[src/rtl/droop_pkg.sv]
// droop_pkg: shared state type, default parameters and clamped-subtract helper for the droop detector
package droop_pkg;
    typedef enum logic [1:0] {
        IDLE    = 2'd0,
        CAL     = 2'd1,
        ARMED   = 2'd2,
        TRIPPED = 2'd3
    } droop_det_state_t;
    localparam int W_DEF             = 10;
    localparam int CAL_LOG2_DEF      = 4;
    localparam int TRACK_SHIFT_DEF   = 6;
    localparam int TRIP_DELTA_DEF    = 24;
    localparam int TRIP_COUNT_DEF    = 3;
    localparam int FAST_DELTA_DEF    = 64;
    localparam int RELEASE_DELTA_DEF = 8;
    localparam int RELEASE_COUNT_DEF = 16;
    localparam int MIN_HOLD_DEF      = 64;
    function automatic logic [31:0] sat_sub(input logic [31:0] a, input logic [31:0] b);
        return (a > b) ? a - b : 32'd0;
    endfunction
endpackage

[src/rtl/droop_baseline_tracker.sv]
// droop_baseline_tracker: calibration averager and IIR drift tracker producing the baseline code
//   refclk, resetn : clock, async active-low reset
//   cal_clr        : restart calibration (sum and count to 0)
//   cal_en         : valid calibration sample this cycle
//   track_en       : valid sample while armed
//   freeze         : hold the baseline (sample below trip threshold)
//   code           : sensor code
//   cal_done       : this calibration sample completes the average
//   baseline       : current baseline code
module droop_baseline_tracker
    import droop_pkg::*;
#(
    parameter int W           = W_DEF,
    parameter int CAL_LOG2    = CAL_LOG2_DEF,
    parameter int TRACK_SHIFT = TRACK_SHIFT_DEF
) (
    input  logic         refclk,
    input  logic         resetn,
    input  logic         cal_clr,
    input  logic         cal_en,
    input  logic         track_en,
    input  logic         freeze,
    input  logic [W-1:0] code,
    output logic         cal_done,
    output logic [W-1:0] baseline
);
    logic [W+CAL_LOG2-1:0]    cal_sum, cal_sum_nxt;
    logic [CAL_LOG2-1:0]      cal_cnt;
    logic [W+TRACK_SHIFT-1:0] acc, acc_nxt;
    logic [W-1:0]             cal_avg;
    assign cal_sum_nxt = cal_sum + (W+CAL_LOG2)'(code);
    assign cal_done    = cal_en && (cal_cnt == '1);
    assign cal_avg     = W'(cal_sum_nxt >> CAL_LOG2);
    // acc holds baseline scaled by 2^TRACK_SHIFT; modular wrap of the intermediate sum is harmless
    assign acc_nxt     = acc + (W+TRACK_SHIFT)'(code) - (acc >> TRACK_SHIFT);
    always_ff @(posedge refclk or negedge resetn) begin
        if (!resetn) begin
            cal_sum  <= '0;
            cal_cnt  <= '0;
            acc      <= '0;
            baseline <= '0;
        end else begin
            if (cal_clr) begin
                cal_sum <= '0;
                cal_cnt <= '0;
            end else if (cal_en) begin
                cal_sum <= cal_done ? '0 : cal_sum_nxt;
                cal_cnt <= cal_cnt + CAL_LOG2'(1);
            end
            if (cal_done) begin
                baseline <= cal_avg;
                acc      <= {cal_avg, {TRACK_SHIFT{1'b0}}};
            end else if (track_en && !freeze) begin
                acc      <= acc_nxt;
                baseline <= W'(acc_nxt >> TRACK_SHIFT);
            end
        end
    end
endmodule

[src/rtl/droop_detector.sv]
// droop_detector: learns a supply baseline and raises brake on a qualified fast drop below it
//   refclk, resetn : clock, async active-low reset
//   enable         : detector enable (low forces IDLE and brake=0)
//   sense_valid    : sense_code valid this cycle
//   sense_code     : supply-monitor code, higher = higher VDD
//   clear_seen     : clear sticky droop_seen
//   brake          : registered droop request
//   det_state      : current FSM state
//   baseline       : current baseline code
//   droop_events   : saturating trip count
//   droop_seen     : sticky trip flag
module droop_detector
    import droop_pkg::*;
#(
    parameter int W             = W_DEF,
    parameter int CAL_LOG2      = CAL_LOG2_DEF,
    parameter int TRACK_SHIFT   = TRACK_SHIFT_DEF,
    parameter int TRIP_DELTA    = TRIP_DELTA_DEF,
    parameter int TRIP_COUNT    = TRIP_COUNT_DEF,
    parameter int FAST_DELTA    = FAST_DELTA_DEF,
    parameter int RELEASE_DELTA = RELEASE_DELTA_DEF,
    parameter int RELEASE_COUNT = RELEASE_COUNT_DEF,
    parameter int MIN_HOLD      = MIN_HOLD_DEF
) (
    input  logic         refclk,
    input  logic         resetn,
    input  logic         enable,
    input  logic         sense_valid,
    input  logic [W-1:0] sense_code,
    input  logic         clear_seen,
    output logic         brake,
    output logic [1:0]   det_state,
    output logic [W-1:0] baseline,
    output logic [15:0]  droop_events,
    output logic         droop_seen
);
    localparam int SW = $clog2(TRIP_COUNT + 1);
    localparam int HW = $clog2(MIN_HOLD + 1);
    localparam int RW = $clog2(RELEASE_COUNT + 1);
    droop_det_state_t state, state_nxt;
    logic [W-1:0]  trip_th, fast_th, rel_th;
    logic [SW-1:0] slow_cnt;
    logic [HW-1:0] hold_cnt, hold_nxt;
    logic [RW-1:0] rel_cnt, rel_nxt;
    logic          vs, below_trip, below_fast, below_rel, trip, rel_ok, cal_clr, cal_done;
    assign trip_th    = W'(sat_sub(32'(baseline), 32'(TRIP_DELTA)));
    assign fast_th    = W'(sat_sub(32'(baseline), 32'(FAST_DELTA)));
    assign rel_th     = W'(sat_sub(32'(baseline), 32'(RELEASE_DELTA)));
    assign vs         = enable && sense_valid;
    assign below_trip = sense_code < trip_th;
    assign below_fast = sense_code < fast_th;
    assign below_rel  = sense_code < rel_th;
    assign trip       = (state == ARMED) && vs && (below_fast || (below_trip && slow_cnt == SW'(TRIP_COUNT - 1)));
    assign hold_nxt   = (hold_cnt != '0) ? hold_cnt - HW'(1) : '0;
    assign rel_nxt    = !vs ? rel_cnt : below_rel ? '0 : (rel_cnt == RW'(RELEASE_COUNT)) ? rel_cnt : rel_cnt + RW'(1);
    // release is judged on this cycle's updated counters so brake drops on the edge the hold completes
    assign rel_ok     = (state == TRIPPED) && (hold_nxt == '0) && (rel_nxt >= RW'(RELEASE_COUNT));
    assign det_state  = state;
    always_comb begin
        state_nxt = state;
        cal_clr   = 1'b0;
        if (!enable) state_nxt = IDLE;
        else begin
            case (state)
                IDLE:    begin state_nxt = CAL; cal_clr = 1'b1; end
                CAL:     state_nxt = cal_done ? ARMED : CAL;
                ARMED:   state_nxt = trip ? TRIPPED : ARMED;
                TRIPPED: state_nxt = rel_ok ? ARMED : TRIPPED;
                default: state_nxt = IDLE;
            endcase
        end
    end
    always_ff @(posedge refclk or negedge resetn) begin
        if (!resetn) state <= IDLE;
        else state <= state_nxt;
    end
    always_ff @(posedge refclk or negedge resetn) begin
        if (!resetn) begin
            brake        <= 1'b0;
            slow_cnt     <= '0;
            hold_cnt     <= '0;
            rel_cnt      <= '0;
            droop_events <= '0;
            droop_seen   <= 1'b0;
        end else begin
            brake        <= (state_nxt == TRIPPED);
            slow_cnt     <= (state != ARMED || trip) ? '0 : !vs ? slow_cnt : below_trip ? slow_cnt + SW'(1) : '0;
            hold_cnt     <= trip ? HW'(MIN_HOLD) : (state == TRIPPED) ? hold_nxt : hold_cnt;
            rel_cnt      <= trip ? '0 : (state == TRIPPED) ? rel_nxt : rel_cnt;
            droop_events <= (trip && droop_events != 16'hFFFF) ? droop_events + 16'd1 : droop_events;
            droop_seen   <= trip ? 1'b1 : clear_seen ? 1'b0 : droop_seen;
        end
    end
    droop_baseline_tracker #(
        .W(W),
        .CAL_LOG2(CAL_LOG2),
        .TRACK_SHIFT(TRACK_SHIFT)
    ) u_tracker (
        .refclk(refclk),
        .resetn(resetn),
        .cal_clr(cal_clr),
        .cal_en((state == CAL) && vs),
        .track_en((state == ARMED) && vs),
        .freeze(below_trip),
        .code(sense_code),
        .cal_done(cal_done),
        .baseline(baseline)
    );
endmodule

[config.mk]
export PLATFORM = sky130hd
export DESIGN_NAME = droop_detector
export DESIGN_NICKNAME = d
export VERILOG_FILES = /design/src/rtl/droop_pkg.sv /design/src/rtl/droop_baseline_tracker.sv /design/src/rtl/droop_detector.sv
export SDC_FILE = /design/constraint.sdc
export NUM_CORES = 1
export LEC_CHECK = 0
export CAP_MARGIN = 5
export CORE_MARGIN = 1.5
export CORE_UTILIZATION = 50
export DETAILED_ROUTE_END_ITERATION = 16
export GPL_TIMING_DRIVEN = 0
export PLACE_DENSITY = 0.7
export SLEW_MARGIN = 20
export SYNTH_ARGS = -nofsm -noshare
export SYNTH_HDL_FRONTEND = slang
export SYNTH_SLANG_ARGS = --single-unit
[constraint.sdc]
create_clock -name refclk -period 10.3 [get_ports refclk]
set_input_delay 2.06 -clock refclk [delete_from_list [all_inputs] [get_ports refclk]]
set_output_delay 2.06 -clock refclk [all_outputs]
set_load 0.01 [all_outputs]
==> Word-level counts from Yosys, hierarchy flattened <==
Index checks and enable logic that the tools add are counted.
{ "totals": {"regBits": 78, "elab_cells": 91} }
{ "classes": {"n_addsub": 11, "n_lt_le_gt_ge": 7, "eq_ne": 9, "n_mux": 32, "reduce_logical": 21} }
{ "ops": {"columns": ["op", "n"], "rows": [
  ["two-way mux 10 bit", 5],
  ["two-way mux 14 bit", 3],
  ["two-way mux 16 bit", 2],
  ["< comparator 10 bit", 3],
  ["two-way mux 5 bit", 5],
  ["two-way mux 7 bit", 3],
  ["adder 16 x 1 -> 16 bit, second input constant", 1],
  ["adder 16 x 10 -> 16 bit", 1],
  ["!= test 16 bit, second input constant", 1],
  ["subtractor 16 x 10 -> 16 bit", 1],
  ["adder 14 x 10 -> 14 bit", 1],
  ["greater-than comparator 10 x 4 -> 1 bit, second input constant", 1],
  ["greater-than comparator 10 x 5 -> 1 bit, second input constant", 1],
  ["greater-than comparator 10 x 7 -> 1 bit, second input constant", 1],
  ["logical AND 1 bit", 10],
  ["two-way mux 2 bit", 5],
  ["nonzero test 2 bit", 5],
  ["subtractor 10 x 4 -> 10 bit, second input constant", 1],
  ["subtractor 10 x 5 -> 10 bit, second input constant", 1],
  ["subtractor 10 x 7 -> 10 bit, second input constant", 1],
  ["== test 2 bit, second input constant", 4],
  ["two-way mux 4 bit", 2],
  ["case mux 2 bit (4 select lines)", 1],
  ["zero test 7 bit", 1],
  ["other kinds (14)", 20]
]} }

==> Longest topological paths before layout <==
{ "logic_depth": {"word_depth": 11, "ltp_mapped": 19, "mapped_depth_nobuf": 16} }

==> Cells and area by module <==
Synthesis repeated with hierarchy kept, for this count alone.
{ "hier_totals": {"hier_cells": 709, "hier_area_um2": 6010.8} }
{ "by_module_without_submodules": {"columns": ["mod", "n_inst", "cells_each", "area_per_inst_um2", "seq_area_each_um2"], "rows": [
  ["droop_baseline_tracker", 1, 369, 3118.0, 850.8],
  ["droop_detector", 1, 340, 2892.8, 850.8]
]} }

==> Worst setup path after synthesis <==
No wires, ideal clock.
{ "synth_path": {"path_kind": "in2reg", "startpoint": "in sense_code[1]", "endpoint": "reg u_tracker.acc[14]", "setup_ns": 0.129, "arrival_time_ns": 4.614, "setup_slack_ns": 5.558, "stages": 11, "n_path_buf": 0, "path_cell_list": "inv_1 > fa_1 > inv_1 > fa_1 > a21o_1 > a2111oi_2 > o31ai_1 > o41a_1 > mux2i_1 > nor2_1 > a2111o_1"} }
{ "synth_between": {"elab_chain_len": 4} }
{ "synth_rtl": {"columns": ["item", "line_no", "rtl"], "rows": [
  ["start: declaration", "droop_detector.sv:29", "input logic [W-1:0] sense_code,"],
  ["adder 16 x 10 -> 16 bit or < comparator 10 bit (tied branches)", "droop_baseline_tracker.sv:35, droop_detector.sv:50", null],
  ["subtractor 16 x 10 -> 16 bit or zero test 1 bit (tied branches)", "droop_baseline_tracker.sv:35, droop_baseline_tracker.sv:53", null],
  ["two-way mux 16 bit or logical AND 1 bit (tied branches)", "droop_baseline_tracker.sv:53", "end else if (track_en && !freeze) begin"],
  ["two-way mux 16 bit or nonzero test 2 bit (tied branches)", null, null],
  ["end signal: assignment", "droop_baseline_tracker.sv:52", "acc <= {cal_avg, {TRACK_SHIFT{1'b0}}};"],
  ["end signal: assignment", "droop_baseline_tracker.sv:54", "acc <= acc_nxt;"],
  ["end: declaration", "droop_baseline_tracker.sv:29", "logic [W+TRACK_SHIFT-1:0] acc, acc_nxt;"]
]} }
Several ways; a longest one is shown, not always the timed one. The select of a mux whose other input is x is not followed.
A chain may end at the register's enable or synchronous reset.

==> Worst setup path after layout <==
Same ends and word-level chain as after synthesis.

==> results by group <==
Run status
  • Status: complete, no violations

Power
  • Internal: roughly 0.60 mW
  • Comb pwr share: 0.181
  • Peak VDD IR: 0.0001090 V
  • Clk network pwr share: 0.469
  • Sw Share: 0.2622
  • Power per standard cell area: 115.0 mW/mm^2
  • Sequential share of power: 0.349
  • Power Total: 0.8106 mW
  • NetSw: 0.2126 mW
  • P_leak: about 3.3 nW

Route
  • Via count: 5301
  • Post-DRT Antenna Nets: 0
  • Initial DRC count: about 260
  • DR WL met2: 7.318 mm
  • Met3 wire len: 642 um
  • DRT Wirelength: 15.44 mm
  • Pre-antenna DRT Iters: 5
  • Vias/cell: 5.857
  • Wire length per cell: roughly 17 um
  • Met1 wire length: slightly above 7 mm
  • Top Metal Used: met4
  • DR DRC count: 0

Critical path
  • Crit Path Max Fanout: 6
  • Required @ worst endpoint: 10.51 ns
  • Critical setup path kind: input port to flop
  • Worst setup SP type: input port
  • Critical path capture point type: flop
  • Worst EP arrival: 5.74 ns

Synthesis
  • Mux contribution to synthesized area: 0.009326
  • Post-Synthesis Cells: 701
  • Yosys Warn Count: 0
  • Post-synth top flop: dfrtp_1
  • Syn nets: 800
  • Largest family of logic cells by synthesized area: simple AND/OR/NAND/NOR gates
  • Yosys cell types: 73
  • Complex-gate fraction of the synthesized area: 0.1801
  • Mean post-synth cell area: 8.612 um^2
  • Synth Cell Area: 0.006037 mm^2
  • Post-Synth XOR/XNOR Area: 0.07254
  • Asr flop ratio synth: 1.000
  • Adder-cell share of the synthesized area: 0.1878
  • Number of synthesized flops with an enable pin: 0
  • Synth Area in Simple Gates: 0.2023
  • Register area share after synthesis: 0.2819
  • Synthesized flop and latch total: between 60 and 70

Cells and area
  • Nets@finish: 856
  • Flip-flop and latch area: about 0.0017 mm^2
  • Diodes inserted: 0
  • Layout cells sized above 1: 0.06693
  • Footprint of the multi-input gates: 0.003936 mm^2
  • Synth-to-layout area growth: 16.70%
  • Number of fill cells: 1029

Global route
  • Largest net degree at the start of global routing: 48
  • Initial antenna violation count: 0
  • First-pass GRT wire length: between 20 and 30 mm
  • Total track usage: 0.2533
  • Vias in the first global route: around 5200
  • Grt total ovfl: 0

Clock tree
  • Root Buffer: clkbuf_16
  • Htree depth: 3
  • Clock sinks: 68
  • Post-CTS setup buffer count: 0
  • CTS tree: yes
  • Clock tree buffer depth: 2
  • Hold_buf cts: 0
  • Clock-pin transition on the worst setup and hold timing paths: roughly 0.060 ns
  • Post-cts sizing count: 0
  • Worst-Skew Late Latency: around 0.33 ns
  • CTS Buf Count: 9

Floorplan
  • Die ar.: approximately 0.013 mm^2
  • I/O Pins: 45
  • Num rows: 39
  • Width of the die: roughly 110 um
  • Die Span Y: 112.9 um
  • Initial Utilization: 0.5198
  • Core area: 0.01161 mm^2

Place
  • Routability congestion estimate: 0.9359
  • Detailed Place HPWL: 11.71 mm
  • PortBufs: 44
  • Placement Setup Slack: 4.457 ns

STA
  • Final clock skew: around 0.0047 ns
  • Setup TNS: 0 ns
  • Max Slew Vio Count: 0
  • Hold Violations, Final: 0
  • RSZ-0062 raised after global routing: false
  • Final-report setup violation count: 0
  • Max_slew headroom: 0.4662
  • Period utilization: 0.5368
  • Worst-margin pin slew: 0.7989 ns
  • PnR worst setup slack: 4.771 ns
  • Fmax achieved: ~0.18 GHz
  • Crit path time final: 5.529 ns

Job
  • Max Cap Viol: 0

Hold path
  • Hold Path Class: flop to flop
[cell families (layout without fill, tap and decap cells)]
kind of cell	Yosys count	in the layout
compound gates	153	153
fa+ha+maj	84	84
flops	68	68
xor+xnor	50	50
simple gates	250	250
buf+inv	91	152
mux	5	5
[routing by layer]
metal	vias up	global-route usage
met3	25	0.03267
met5	-	0
met1	2581	0.3414
met4	0	0.08917
li1	2567	-
met2	128	0.4224
[path summary, 6_finish.rpt]
kind                            cells after the start         startpoint              endpoint  slack, ns
worst max-delay path                               12      sense_code[1]     u_tracker.acc[14]       4.77
worst min-delay path                                1         droop_seen            droop_seen       0.49
worst max register to register                     15  u_tracker.acc[12]      droop_events[13]       5.94
worst min register to register                      1         droop_seen            droop_seen       0.49
max in group asynchronous                           2             resetn     u_tracker.acc[15]       8.13
min in group asynchronous                           1             resetn  u_tracker.cal_cnt[3]       1.63
[layout make-up]
class	instances	share of cell area
Multi-Input combinational cell	542	0.5587
Sequential cell	68	0.2415
Timing Repair Buffer	45	0.06606
Tap cell	143	0.02540
Clock inverter	7	0.01971
Clock buffer	9	0.03197
Buffer	27	0.02255
Inverter	64	0.03410
[flip-flops by register name, indices dropped and copies added (netlist names)]
| signal | flops |
|---|---|
| hold_cnt | 7 |
| brake | 1 |
| rel_cnt | 5 |
| det_state | 2 |
| slow_cnt | 2 |
| u_tracker.cal_cnt | 4 |
| droop_events | 16 |
| u_tracker.cal_sum | 14 |
| droop_seen | 1 |
| u_tracker.acc | 16 |
[power groups by stage]
stage / sequential (mW) / combinational [mW] / clock, mW
2_1_floorplan: 0.286 / 0.101 / 0
3_3_place_gp: 0.287 / 0.137 / 0
3_5_place_dp: 0.287 / 0.143 / 0
4_1_cts: 0.283 / 0.146 / 0.383
5_1_grt: 0.284 / 0.162 / 0.397
6_report: 0.283 / 0.147 / 0.380
[cell usage in the layout, fill, tap and decap left out, types with 4 or more instances in the layout]
master,instances
inv_1,64
o21a_1,6
nor2_1,49
clkbuf_1,10
bufinv_16,4
dfrtp_1,68
buf_4,11
fa_1,11
o21ai_0,27
xnor2_1,37
and3_1,15
clkdlybuf4s50_1,43
nor2b_1,5
nand3b_1,5
nand4_1,10
o21bai_1,5
a2111o_1,4
xor2_1,13
a22o_1,7
ha_1,73
o31ai_1,7
and2_1,9
nor3_1,10
buf_2,4
nor3b_1,6
nand2b_1,5
a21o_1,15
clkbuf_16,9
a21oi_1,31
nand3_1,30
nand2_1,86
or3_1,6
a31oi_1,5
[critical path: stages]
cell	delay, ns
clkdlybuf4s50_1	0.74
inv_1	0.12
fa_1	0.55
inv_1	0.07
fa_1	0.48
a21o_1	0.22
a2111oi_2	0.43
o31ai_1	0.20
o41a_1	0.36
mux2i_1	0.15
nor2_1	0.05
a2111o_1	0.28
[synthesized netlist by cell type (6+ instances only)]
cell type	instances	area (um^2)
a21o_1	15	112.6
a21oi_1	31	155.2
a22o_1	7	61.31
and2_1	9	56.30
and3_1	15	93.84
buf_4	10	75.07
clkbuf_1	10	37.54
dfrtp_1	68	1702
fa_1	11	220.2
ha_1	73	913.4
inv_1	64	240.2
nand2_1	86	322.8
nand3_1	30	150.1
nand4_1	10	62.56
nor2_1	49	183.9
nor3_1	10	50.05
nor3b_1	6	45.04
o21a_1	6	45.04
o21ai_0	27	135.1
o31ai_1	7	52.55
or3_1	6	37.54
xnor2_1	37	324.1
xor2_1	13	113.9
[through the flow]
step | instances | cell area, um^2 | util | hold slack [ns]
2_1_floorplan | 701 | 6037 | - | 0.4538
3_3_place_gp | 888 | 6656 | 0.5732 | 0.4668
3_5_place_dp | 889 | 6681 | 0.5753 | 0.4801
4_1_cts | 905 | 7046 | 0.6067 | 0.4952
5_1_grt | 905 | 7046 | 0.6067 | 0.5121
6_report | 905 | 7046 | 0.6067 | 0.4901
Power figures use the tool's default switching activity.
